[src/rtl/step_counter.sv]
// Up/down step counter with wrap/saturate range [LO,HI], boundary pulse and sticky overflow.
// Define STEP_COUNTER_EVTCNT_EN to add the saturating 8-bit event counter output evt_cnt.
module step_counter #(
  parameter int unsigned    W  = 32,
  parameter logic [W-1:0]   IV = '0,
  parameter logic [W-1:0]   LO = '0,
  parameter logic [W-1:0]   HI = {W{1'b1}}
) (
  input  logic         clk,
  input  logic         rst_b,
  input  logic         en,
  input  logic         up,
  input  logic [W-1:0] step,
  input  logic         sat,
  input  logic         ld,
  input  logic [W-1:0] ld_val,
  input  logic         clr_ovf,
  output logic [W-1:0] q,
  output logic         tc,
  output logic         at_lo,
  output logic         at_hi,
  output logic         ovf
`ifdef STEP_COUNTER_EVTCNT_EN
  ,
  output logic [7:0]   evt_cnt
`endif
);

  localparam logic [W:0] WLO = {1'b0, LO};
  localparam logic [W:0] WHI = {1'b0, HI};
  localparam logic [W:0] ONE = {{W{1'b0}}, 1'b1};

  logic [W-1:0] q_q, q_d;
  logic         tc_q, tc_d;
  logic         ovf_q, ovf_d;
  logic [W:0]   wq, ws, sum, nxt_w;
  logic         wrap_evt, evt;

  // One extra bit so q+step and LO+step never overflow before the bound compare.
  always_comb begin
    wq       = {1'b0, q_q};
    ws       = {1'b0, step};
    sum      = wq + ws;
    nxt_w    = wq;
    wrap_evt = 1'b0;
    if (up) begin
      if (sum > WHI) begin
        wrap_evt = 1'b1;
        nxt_w    = sat ? WHI : (WLO + (sum - WHI - ONE));
      end else begin
        nxt_w = sum;
      end
    end else begin
      if (wq >= (WLO + ws)) begin
        nxt_w = wq - ws;
      end else begin
        wrap_evt = 1'b1;
        nxt_w    = sat ? WLO : (WHI - (WLO + ws - wq - ONE));
      end
    end
  end

  always_comb begin
    q_d = q_q;
    evt = 1'b0;
    if (ld) begin
      if (ld_val < LO)      q_d = LO;
      else if (ld_val > HI) q_d = HI;
      else                  q_d = ld_val;
    end else if (en) begin
      q_d = nxt_w[W-1:0];
      evt = wrap_evt;
    end
    tc_d  = evt;
    // A same-cycle event beats the clear.
    ovf_d = evt | (ovf_q & ~clr_ovf);
  end

  always_ff @(posedge clk) begin
    if (!rst_b) begin
      q_q   <= IV;
      tc_q  <= 1'b0;
      ovf_q <= 1'b0;
    end else begin
      q_q   <= q_d;
      tc_q  <= tc_d;
      ovf_q <= ovf_d;
    end
  end

`ifdef STEP_COUNTER_EVTCNT_EN
  logic [7:0] evt_cnt_q, evt_cnt_d;

  always_comb begin
    evt_cnt_d = evt_cnt_q;
    if (clr_ovf)                        evt_cnt_d = 8'd0;
    else if (evt && evt_cnt_q != 8'hFF) evt_cnt_d = evt_cnt_q + 8'd1;
  end

  always_ff @(posedge clk) begin
    if (!rst_b) evt_cnt_q <= 8'd0;
    else        evt_cnt_q <= evt_cnt_d;
  end

  assign evt_cnt = evt_cnt_q;
`endif

  assign q     = q_q;
  assign tc    = tc_q;
  assign ovf   = ovf_q;
  assign at_lo = (q_q == LO);
  assign at_hi = (q_q == HI);

endmodule

[config.mk]
export PLATFORM = sky130hd
export DESIGN_NAME = step_counter
export DESIGN_NICKNAME = d
export VERILOG_FILES = /design/src/rtl/step_counter.sv
export SDC_FILE = /design/constraint.sdc
export NUM_CORES = 1
export LEC_CHECK = 0
export BUFFER_PORTS_ARGS = -buffer_cell sky130_fd_sc_hd__buf_2
export CELL_PAD_IN_SITES_DETAIL_PLACEMENT = 1
export CELL_PAD_IN_SITES_GLOBAL_PLACEMENT = 1
export CORE_MARGIN = 10
export CORE_UTILIZATION = 25
export CTS_BUF_LIST = sky130_fd_sc_hd__clkbuf_16
export CTS_CLUSTER_SIZE = 14
export DETAILED_ROUTE_END_ITERATION = 6
export PLACE_DENSITY_LB_ADDON = 0.1
export SLEW_MARGIN = 20
export SYNTH_ARGS = -nofsm -noshare
export SYNTH_HDL_FRONTEND = slang
export SYNTH_SLANG_ARGS = --single-unit
[constraint.sdc]
create_clock -name clk -period 8.6 [get_ports clk]
set_input_delay 1.29 -clock clk [delete_from_list [all_inputs] [get_ports clk]]
set_output_delay 1.29 -clock clk [all_outputs]
set_load 0.1 [all_outputs]
==> results.yml <==
routing:
  first_pass_iters: 5
  post-route-drc-count: 0
  wl_per_cell_um: 23.3
  vias: 6362
  ant_nets: 0
  initialDrtViolationCount: 342
  wl_um: 26400
  viasPerCell: 5.63
worst_setup_path:
  crit_chain: "buf_2 > ha_1 > fa_1 > nor2b_1 > o311ai_4 > a211oi_1 > or3_4 > a211oi_2 > o21bai_2 > nand2_1 > o21ai_0 > a221oi_1 > nor3_1"
  crit_start: "step[0]"
  critPathMaxStageDelay_ps: 460
  reg2reg_depth: 12
  required_ps: 8790
  crit_fanout: 13
  critPathSlowestCell: "nand2_1"
  reg2reg_from: "q[0]"
  end_kind: "register"
  worst-setup-path-type: "in -> reg"
  worstPathArrival_ps: 4940
  startpoint_type: "input port"
final_layout:
  syn_to_final_growth_pct: 15.2
  nets: 986
  drive_above_1_share: 0.153
  fin_area_um2: 6330
  stdcell_count: 1131
  fill_cells: 2703
global_route:
  grt_overflow_total: 0
  grt_max_degree: 52
  antenna_found_initial: 1
  track_usage: 0.179
  grt_pass1_wl_um: 40500
  grt_pass1_vias: 6714
clock_tree:
  cts_tree: "done"
  cts.path.max_buffers: 2
  hold_buffers: 0
  cts_root_buf: "clkbuf_16"
  clkSinkCount: 34
  clock_latency_ps: 300
  cts.repair.resized: 0
  clk_pin_slew_ps: 70
  ctsHtreeMaxLevel: 2
  cts_setup_buffers: 0
  numCtsBuffers: 5
die:
  initial_core_util: 0.253
  die-area_um2: 28300
  dieWidth_um: 168
  pin_count: 107
  core_um2: 21700
  chipHeight_um: 168
  fp-row-count: 54
place:
  dp.cells: 1122
  hpwl_um: 20800
  gp_congestion: 0.904
  port_buffers: 106
  placed_area_um2: 6160
hold_path:
  hold_path_depth: 2
  hold_class: "reg -> reg"
  holdCritStartpoint: "ovf"
sta:
  relSlewSlack: 0.371
  worst_slew_pin_slew_ps: 933
  maxSlewViolCount: 0
  setup_viol: 0
  clock.fmax_mhz: 210
  tns_ps: 0
  skew_ps: 9.35
  fin_crit_sh: 0.553
  fin_crit_ps: 4750
  rsz0062_at_grt: "no"
  finalHoldViolations: 0
synth:
  synth_top_family_by_area: "compound AO/OA/AOI/OAI gates"
  yosysMostFrequentCell: "a21oi_1"
  synth_edf_count: 0
  yosys_warnings: 0
  ys_seq_area_frac: 0.124
  ys.flop_type: "dfxtp_1"
  yosys.area.top_type_share: 0.146
  syn-num-nets: 919
  synth.avg_cell_area_um2: 7.02
  synth_area_leaders: "ha_1, dfxtp_1, a21oi_1, o21ai_0, inv_1"
  synthXorXnorAreaFrac: 0.0462
  synthAdderAreaFrac: 0.153
  yosys-mux-area-fraction: 0.00182
  syn_inst: 782
  yosysTopAreaCell: "ha_1"
  synth-seq-cells: 34
  ys_top_cells_by_count: "a21oi_1, inv_1, ha_1, o21ai_0, nor2_1"
  synth_cell_types: 78
  synth_compound_area_frac: 0.364
  synth-simple-area-share: 0.220
  syn_area_um2: 5490
  ys_async_sr_fraction: 0
pwr:
  p_leak_nw: 2.87
  vdd_ir_drop_max_mv: 0.0673
  pwr_density_cell_nw_per_um2: 154
run_status:
  outcome: "complete, no violations"
job:
  cap_violations: 0
-- path summary, 6_finish.rpt --
kind	slack, ps	endpoint
max	3850	q[28]
min	510	ovf
max reg2reg	4560	q[28]
min reg2reg	510	ovf
-- cell usage in the layout (no fill, tap or decap), types with 14 or more instances in the layout --
cell and instances:
nand2_1 39, a21oi_1 85, and3_1 15, dfxtp_1 34, nand3_1 17, xnor2_1 16
inv_1 72, nor3_1 30, o21ai_0 60, nor2_1 57, nor4_1 14, ha_1 64
a221oi_1 15, a211oi_1 17, buf_2 106
-- stage by stage --
step | setup WS [ps] | util | power, mW | hold slack (ps)
floorplan | 4340 | - | 0.601 | 948
global placement | 3570 | 0.284 | 0.751 | 489
detailed placement | 3500 | 0.284 | 0.753 | 492
CTS | 3810 | 0.292 | 0.980 | 507
global route | 3540 | 0.292 | 1.04 | 547
finish | 3850 | 0.292 | 0.975 | 506
-- report_power, final --
part | internal, mW | switching (mW)
clock | 0.136 | 0.0873
sequential | 0.172 | 0.0301
combinational | 0.166 | 0.384
total | 0.474 | 0.501
-- per-layer routing --
layer  up-vias  part of all wire  global-route usage
met4         0             0.015              0.0371
met2       169              0.47               0.299
li1       3033                 -                   -
met3        28             0.044              0.0303
met1      3132              0.47               0.236
met5         -                 0                   0
-- cell type report --
type / count / area (um2) / share of cell area
Timing Repair Buffer: 108 / 546 / 0.0862
Sequential cell: 34 / 681 / 0.108
Antenna cell: 1 / 2.50 / 0.000395
Tap cell: 280 / 350 / 0.0554
Clock inverter: 3 / 41.3 / 0.00652
Clock buffer: 5 / 125 / 0.0198
Multi-Input combinational cell: 628 / 4310 / 0.681
Inverter: 72 / 270 / 0.0427
-- flip-flops by register name, summed over array words and instances, names as in the netlist --
name / flops
ovf: 1
q: 32
tc: 1
-- cell families (layout without fill, tap and decap cells) --
| logic type | count (synthesis) | after routing |
|---|---|---|
| fa+ha+maj | 66 | 66 |
| mux | 1 | 1 |
| compound gates | 297 | 297 |
| simple gates | 235 | 235 |
| other cells | 0 | 1 |
| xor+xnor | 29 | 29 |
| buf+inv | 120 | 188 |
| flops | 34 | 34 |
-- critical path: cells and delay by family --
family                   cells  cell delay, ps
AO/OA/AOI/OAI                6            1730
buffers and inverters        1             110
AND/OR/NAND/NOR              4            1150
adder cells (fa/ha/maj)      2             640
No activity file was read; power rests on OpenSTA's default activity.
